`src/rtl/fifo_rd_scheduler.sv`:
```
// -----------------------------------------------------------------------------
// fifo_rd_scheduler
//
// Shares one byte consumer between two asynchronous FIFO read ports. The
// scheduler watches both empty flags, grants one FIFO at a time with
// round-robin fairness, and pops up to BURST_LEN bytes per grant. Each popped
// byte is held on a valid/ready output until the consumer takes it.
//
// Handshake: tx_valid is high in SEND. While tx_valid=1 the outputs tx_data
// and tx_src are frozen. A byte transfers on a cycle where tx_valid=1 and
// tx_ready=1; tx_valid drops on the following cycle.
//
// Ports:
//   r_clk, rrst_n       read-domain clock, asynchronous active-low reset
//   sched_en            scheduler enable (never aborts a byte already popped)
//   rempty0/1           FIFO empty flags (lag two cycles behind a pop)
//   rdata0/1            combinational FIFO read data
//   r_inc0/1            one-cycle pop strobes, never both high
//   tx_ready            consumer can accept a byte
//   tx_valid/data/src   byte on offer and the FIFO it came from
//   sched_busy          high in any state other than IDLE
//   dbg_state           current FSM state (0 IDLE, 1 FETCH, 2 SEND, 3 SETTLE)
// -----------------------------------------------------------------------------
module fifo_rd_scheduler #(
    parameter int DATA_WIDTH = 8,
    parameter int BURST_LEN  = 4
) (
    input  logic                  r_clk,
    input  logic                  rrst_n,
    input  logic                  sched_en,
    input  logic                  rempty0,
    input  logic                  rempty1,
    input  logic [DATA_WIDTH-1:0] rdata0,
    input  logic [DATA_WIDTH-1:0] rdata1,
    output logic                  r_inc0,
    output logic                  r_inc1,
    input  logic                  tx_ready,
    output logic                  tx_valid,
    output logic [DATA_WIDTH-1:0] tx_data,
    output logic                  tx_src,
    output logic                  sched_busy,
    output logic [1:0]            dbg_state
);

    localparam logic [3:0] LP_BURST = 4'(BURST_LEN);

    typedef enum logic [1:0] {
        ST_IDLE   = 2'd0,
        ST_FETCH  = 2'd1,
        ST_SEND   = 2'd2,
        ST_SETTLE = 2'd3
    } state_t;

    state_t                r_state;
    state_t                w_next_state;
    logic                  r_grant;
    logic                  w_next_grant;
    logic                  r_last_grant;
    logic                  w_next_last_grant;
    logic [3:0]            r_burst_cnt;
    logic [3:0]            w_next_burst_cnt;
    logic                  r_pop0;
    logic                  r_pop1;
    logic                  r_tx_valid;
    logic [DATA_WIDTH-1:0] r_tx_data;
    logic                  r_tx_src;

    logic                  w_rempty_g;
    logic [DATA_WIDTH-1:0] w_rdata_g;

    assign w_rempty_g = r_grant ? rempty1 : rempty0;
    assign w_rdata_g  = r_grant ? rdata1  : rdata0;

    // Next-state logic. The empty flags are only consulted in IDLE and
    // SETTLE: in SEND the flag of the FIFO just popped is still stale.
    always_comb begin
        w_next_state      = r_state;
        w_next_grant      = r_grant;
        w_next_last_grant = r_last_grant;
        w_next_burst_cnt  = r_burst_cnt;
        case (r_state)
            ST_IDLE: begin
                if (sched_en && !(rempty0 && rempty1)) begin
                    w_next_state     = ST_FETCH;
                    w_next_burst_cnt = 4'd0;
                    if (!rempty0 && !rempty1) begin
                        // Contention: take the FIFO not served last.
                        w_next_grant = ~r_last_grant;
                    end else begin
                        // Exactly one non-empty: FIFO1 only if FIFO0 is empty.
                        w_next_grant = rempty0;
                    end
                end
            end
            ST_FETCH: begin
                w_next_state = ST_SEND;
            end
            ST_SEND: begin
                if (tx_ready) begin
                    w_next_burst_cnt = r_burst_cnt + 4'd1;
                    w_next_state     = ST_SETTLE;
                end
            end
            ST_SETTLE: begin
                if (sched_en && (r_burst_cnt < LP_BURST) && !w_rempty_g) begin
                    w_next_state = ST_FETCH;
                end else begin
                    w_next_last_grant = r_grant;
                    w_next_state      = ST_IDLE;
                end
            end
            default: begin
                w_next_state = ST_IDLE;
            end
        endcase
    end

    // State and registered outputs. Pop strobes and tx_valid are decoded from
    // the next state so they are high exactly during FETCH and SEND.
    always_ff @(posedge r_clk or negedge rrst_n) begin
        if (!rrst_n) begin
            r_state      <= ST_IDLE;
            r_grant      <= 1'b0;
            r_last_grant <= 1'b1;
            r_burst_cnt  <= 4'd0;
            r_pop0       <= 1'b0;
            r_pop1       <= 1'b0;
            r_tx_valid   <= 1'b0;
            r_tx_data    <= '0;
            r_tx_src     <= 1'b0;
        end else begin
            r_state      <= w_next_state;
            r_grant      <= w_next_grant;
            r_last_grant <= w_next_last_grant;
            r_burst_cnt  <= w_next_burst_cnt;
            r_pop0       <= (w_next_state == ST_FETCH) && !w_next_grant;
            r_pop1       <= (w_next_state == ST_FETCH) &&  w_next_grant;
            r_tx_valid   <= (w_next_state == ST_SEND);
            if (r_state == ST_FETCH) begin
                r_tx_data <= w_rdata_g;
                r_tx_src  <= r_grant;
            end
        end
    end

    assign r_inc0     = r_pop0;
    assign r_inc1     = r_pop1;
    assign tx_valid   = r_tx_valid;
    assign tx_data    = r_tx_data;
    assign tx_src     = r_tx_src;
    assign sched_busy = (r_state != ST_IDLE);
    assign dbg_state  = r_state;

endmodule

```
`config.mk`:
```
export PLATFORM = sky130hd
export DESIGN_NAME = fifo_rd_scheduler
export DESIGN_NICKNAME = d
export VERILOG_FILES = /design/src/rtl/fifo_rd_scheduler.sv
export SDC_FILE = /design/constraint.sdc
export NUM_CORES = 1
export LEC_CHECK = 0
export CAP_MARGIN = 0
export CORE_UTILIZATION = 46
export DETAILED_ROUTE_END_ITERATION = 8
export GPL_TIMING_DRIVEN = 0
export PLACE_DENSITY_LB_ADDON = 0.25
export SYNTH_ARGS = -nofsm -noshare
export SYNTH_HDL_FRONTEND = slang
export SYNTH_SLANG_ARGS = --single-unit
export TNS_END_PERCENT = 50
```
`constraint.sdc`:
```
create_clock -name r_clk -period 2.4 [get_ports r_clk]
set_input_delay 0.48 -clock r_clk [delete_from_list [all_inputs] [get_ports r_clk]]
set_output_delay 0.48 -clock r_clk [all_outputs]
set_load 0.01 [all_outputs]
```
==> metrics, run 1 <==
status=completed; H-tree lvl count=1; Pre-antenna DRT Iters=4; chip width=48.7 um; Critical Path AT=approximately 1.7 ns; post-route ant nets=0; cell area after layout=between 1000 and 1500 um^2; MaxCap Viol Count=0; Syn. warnings=0; Setup-failing EPs final=0; IO Port Bufs=36; register area=approximately 500 um^2; CTS Buf Count=3; core area=roughly 2000 um^2; Reg power frac=0.349; Cell variety after synth=28; final WL=2150 um; vias in the first global route=a little under 900; Worst-path clk slew=0.12 ns; # nets final=165; skew final=approximately 0.0058 ns; Ports=37; GRT Overall Usage=0.197; synthesized area=1000 um^2; Crit. End Element=output port; CTS Hold Bufs=0; Worst slew margin=0.417; startpoint types=register; initial core utilization=0.501; Synth Register Bits=20; Cell Area, Placed=1400 um^2; switching share of power=0.376; number of diodes=0; remaining routing DRC violations=0; Area Growth Syn to Fin=42.9%; minimum clock period=around 2.2 ns; fillers=163; post-cts gate resize count=0; Worst-Margin Slew=0.872 ns; Pwr Density=about 1200 nW/um^2; Post-DP HPWL=approximately 1700 um; grt total ovfl=0; initial antenna violation count=0; setup TNS=0 ns; Net Switching=~0.64 mW; Fmax=between 400 and 500 MHz; internal power=around 1.1 mW; Comb power frac=0.537; via/cell ratio=roughly 5; DRT iter0 DRCs=20; TritonCTS clock tree=yes; Die ar.=around 2400 um^2; Mapped Cells=97; via count=837; Slew Viols, Final=0; Synth Net Count=~120; Clock Root Buffer=clkbuf_4; Leakage=around 0.64 nW; r2r setup slk=0.77 ns; largest net degree at the start of global routing=21; main flop type after synthesis=dfrtp_1; final hold vios=0; first-pass GRT wire length=~3600 um; Hold Path Class=register to register; Post-CTS Setup Bufs=0; Crit path required time=1.92 ns; Peak VDD IR=roughly 0.91 mV; Die Ht=48.7 um; Crit Path Class=register to output port; clock share of power=0.114; syn_area_per_cell=slightly above 10 um^2; clk_lat worst skew=0.30 ns; EDFF count, synth=0; fin crit share=0.919; RePlAce Congestion=approximately 0.76; fraction of layout cells with a size suffix above 1=0.124; Clock Path Buffers=2; drt wl/cell=~13 um; sequential fraction of the synthesis area=0.501; site row count=16; RSZ-0062 raised after global routing=no; critical path peak fanout=6; area of the multi-input gates=467 um^2; Synth async-reset ratio=1.00; CTS Sinks=20
final timing paths:
kind,from,endpoint,cells past startpoint
max,dbg_state[0],sched_busy,4
min,tx_src,tx_src,1
max reg2reg,dbg_state[0],r_burst_cnt[1],7
min reg2reg,tx_src,tx_src,1
max in group asynchronous,rrst_n,tx_data[5],1
min in group asynchronous,rrst_n,r_burst_cnt[0],1
per-layer routing:
| layer | vias to the layer above | global-route usage | share of wire | wire length, um |
|---|---|---|---|---|
| li1 | 425 | - | - | - |
| met1 | 389 | 0.224 | 0.40 | 863 |
| met2 | 21 | 0.377 | 0.55 | 1180 |
| met3 | 2 | 0.0220 | 0.040 | 86 |
| met4 | 0 | 0.0637 | 0.0079 | 17 |
| met5 | - | 0 | 0 | 0 |
cells in the mapped netlist, types with 2 or more instances:
cell type / number / area share
or4b_1: 2 / 0.020
a21oi_1: 9 / 0.045
mux2_2: 2 / 0.022
nand3_1: 7 / 0.035
dfrtp_1: 19 / 0.47
inv_1: 3 / 0.011
nor2_1: 12 / 0.045
nand2_1: 9 / 0.034
ha_1: 5 / 0.062
buf_2: 2 / 0.010
mux2i_1: 9 / 0.090
o21ai_0: 2 / 0.010
power groups by stage:
stage	Sequential (mW)	Clock [mW]	Combinational [mW]
3_5_place_dp	0.607	0	0.931
5_1_grt	0.619	0.210	1.00
3_3_place_gp	0.598	0	0.901
4_1_cts	0.601	0.203	0.935
6_report	0.598	0.196	0.921
2_1_floorplan	0.646	0	0.496
logic make-up (layout without fill, tap and decap cells):
| kind of cell | after synthesis | after routing | synth area share |
|---|---|---|---|
| AND/OR/NAND/NOR | 37 | 37 | 0.191 |
| adder cells (fa/ha/maj) | 5 | 5 | 0.0624 |
| AO/OA/AOI/OAI | 16 | 16 | 0.0999 |
| buffers and inverters | 8 | 48 | 0.0337 |
| multiplexers | 11 | 11 | 0.112 |
| flip-flops | 20 | 20 | 0.501 |
cell usage in the layout, fill, tap and decap left out, drive strengths merged:
cell type      count
or4b               2
nor2              12
a21oi             10
and2b              2
nand2             10
nor3b              1
clkdlybuf4s50     36
o32a               1
and2               1
nand3              7
ha                 5
o221a              1
clkbuf             6
o21ai              2
mux2               2
mux2i              9
o311ai             1
buf                2
a31oi              1
nor3               1
dfstp              1
dfrtp             19
nand4              1
inv                4
metrics by stage:
step / setup WS, ns / hold WS [ns] / utilization / instances / power, mW
global route: 0.0908 / 0.538 / 0.716 / 164 / 1.83
floorplan: 0.843 / 0.184 / - / 97 / 1.14
global placement: 0.539 / 0.494 / 0.698 / 160 / 1.50
detailed placement: 0.531 / 0.498 / 0.698 / 160 / 1.54
finish: 0.193 / 0.520 / 0.716 / 164 / 1.72
CTS: 0.173 / 0.524 / 0.716 / 164 / 1.74
cell type report:
| cell class | count | area share |
|---|---|---|
| flip-flops and latches | 20 | 0.350 |
| multi-input cells | 69 | 0.326 |
| repair buffers | 36 | 0.252 |
| clock buffers | 4 | 0.0253 |
| well taps | 27 | 0.0236 |
| plain buffers | 4 | 0.0131 |
| inverters | 4 | 0.0105 |
flip-flops by register name, summed over array words and instances (netlist names):
| signal | count |
|---|---|
| r_grant | 1 |
| r_burst_cnt | 4 |
| dbg_state | 2 |
| r_last_grant | 1 |
| r_inc1 | 1 |
| r_inc0 | 1 |
| tx_src | 1 |
| tx_valid | 1 |
| tx_data | 8 |
worst max-delay path, cell delays in order (launching register included):
cell	delay (ns)
dfrtp_1	0.43
inv_1	0.08
ha_1	0.27
inv_2	0.11
clkdlybuf4s50_1	0.54
(Power assumes the default switching activity.)
==> run 2: changes to the inputs <==
Settings changed: SETUP_SLACK_MARGIN set to 0.3.
Clock period 2.4 ns to 2.55 ns, I/O delays scaled along.
==> run 2 against run 1 <==
Against the previous run:
- non-clock buffer count rose by 2
- global-route usage rose by 0.40 points
- core utilization rose by 0.75 points
- critical endpoint unchanged
==> metrics, run 2 (same netlist as run 1, synthesis figures left out) <==
Final Power=around 1.6 mW; RePlAce Congestion=about 0.76; Inst Count DP=160; CTS Sinks=20; DRT iter0 DRCs=18; most common cell after layout, fill and taps aside=clkdlybuf4s50_1; H-tree lvl count=1; vias in the first global route=a little under 900; first-pass GRT wire length=roughly 3700 um; Crit. End Element=output port; WHS Endpoint=tx_src; Area Growth Syn to Fin=44.4%; Crit path required time=around 2.0 ns; DP Worst Slack=approximately 0.65 ns; final WL=approximately 2200 um; # nets final=167; Post-DP HPWL=~1700 um; Pre-antenna DRT Iters=2; Post-CTS Setup Bufs=1; Worst slew margin=0.414; Hold Path Cell Cnt=1; Cell Count, Final, Fillers Out=roughly 170; setup ws final=between 0.3 and 0.4 ns; initial antenna violation count=0; Fmax=between 400 and 500 MHz; most frequent cells in the layout=clkdlybuf4s50_1, dfrtp_1, nor2_1; max reg flops=8; Worst Hold Margin=around 0.52 ns; remaining routing DRC violations=0; Critical Path AT=1.65 ns; largest net degree at the start of global routing=21; Crit path largest cell delay=0.54 ns; Die Ht=48.7 um; Worst-path clk slew=0.12 ns; drt wl/cell=roughly 13 um; fin crit share=0.848; Hold Crit Start=tx_src; chip width=between 40 and 50 um; TritonCTS clock tree=yes; fillers=161; Slew Viols, Final=0; grt total ovfl=0; RSZ-0062 raised after global routing=no; MaxCap Viol Count=0; CTS Buf Count=3; site row count=16; routing usage on met3=0.0220; fraction of layout cells with a size suffix above 1=0.137; status=completed; Pwr Density=~1100 nW/um^2; Leakage=about 0.65 nW; initial core utilization=0.501; core area=between 2000 and 2500 um^2; Crit Path Class=register to output port; CP Buf/Inv Count=3; Reg2Reg Depth=6; Peak VDD IR=0.826 mV; Cell Area, Placed=~1400 um^2; post-route ant nets=0; via/cell ratio=~5.1; reg-to-reg startpoint=dbg_state[1]; clk_lat worst skew=~0.3 ns; setup TNS=0 ns; Cell Chain, Critical Path=inv_1, ha_1, inv_2, clkdlybuf4s50_1; via count=843; minimum clock period=approximately 2.2 ns; skew final=approximately 0.0039 ns; Ports=37; final hold vios=0; Hold Path Class=register to register; Worst-Margin Slew=0.877 ns; r2r setup slk=between 0.9 and 1 ns; startpoint types=register; slowest CP cell=clkdlybuf4s50_1; Clock Root Buffer=clkbuf_4; met2 GRT Util=0.382; Clock Path Buffers=2; number of diodes=0; critical path peak fanout=6; R2R Path End=r_burst_cnt[1]; Top Usage Layer GRT=met2; Top delay family on crit path=buffers and inverters; Die ar.=~2400 um^2; post-cts gate resize count=0; Core Util, Final=0.723; Setup-failing EPs final=0; cell area after layout=between 1000 and 1500 um^2; met1 Use GR=0.227; CTS Hold Bufs=0; IO Port Bufs=36; GRT Overall Usage=0.201
-- run 2: cell count changes in the layout (fill, tap and decap cells not counted), sizes merged --
cell	change
buf	+2
-- run 2: metal layers --
| metal | vias up | part of all wire |
|---|---|---|
| met3 | 2 | 0.033 |
| li1 | 423 | - |
| met1 | 401 | 0.42 |
| met2 | 17 | 0.54 |
| met5 | - | 0 |
| met4 | 0 | 0.0078 |
-- run 2: area by class of cell --
type	count	area, um^2	area share
Buffer	4	18.8	0.0130
Tap cell	27	33.8	0.0233
Timing Repair Buffer	38	375	0.259
Sequential cell	20	502	0.347
Inverter	4	15.0	0.0104
Clock buffer	4	36.3	0.0251
Multi-Input combinational cell	69	467	0.322
-- run 2: how the worst max path moves through the flow --
| stage | slack, ns | start | endpoint | cells past startpoint |
|---|---|---|---|---|
| 2_1_floorplan | 0.99 | dbg_state[0] | r_burst_cnt[2] | 6 |
| 5_1_grt | 0.31 | dbg_state[0] | sched_busy | 4 |
| 4_1_cts | 0.32 | dbg_state[1] | sched_busy | 4 |
| 6_report | 0.39 | dbg_state[1] | sched_busy | 4 |
| 3_3_place_gp | 0.66 | dbg_state[0] | sched_busy | 4 |
| 3_5_place_dp | 0.65 | dbg_state[0] | sched_busy | 4 |
-- run 2: worst reg2reg max path, cell delays in order (launching register included) --
cell     delay, ns
dfrtp_1       0.41
inv_1         0.09
ha_1          0.26
and2b_2       0.24
a31oi_1       0.29
o21ai_0       0.11
o21ai_0       0.09
-- run 2: power by group --
part / internal (mW) / total [mW] / switching, mW
Sequential: 0.470 / 0.552 / 0.0829
Combinational: 0.471 / 0.904 / 0.433
Clock: 0.0871 / 0.188 / 0.101
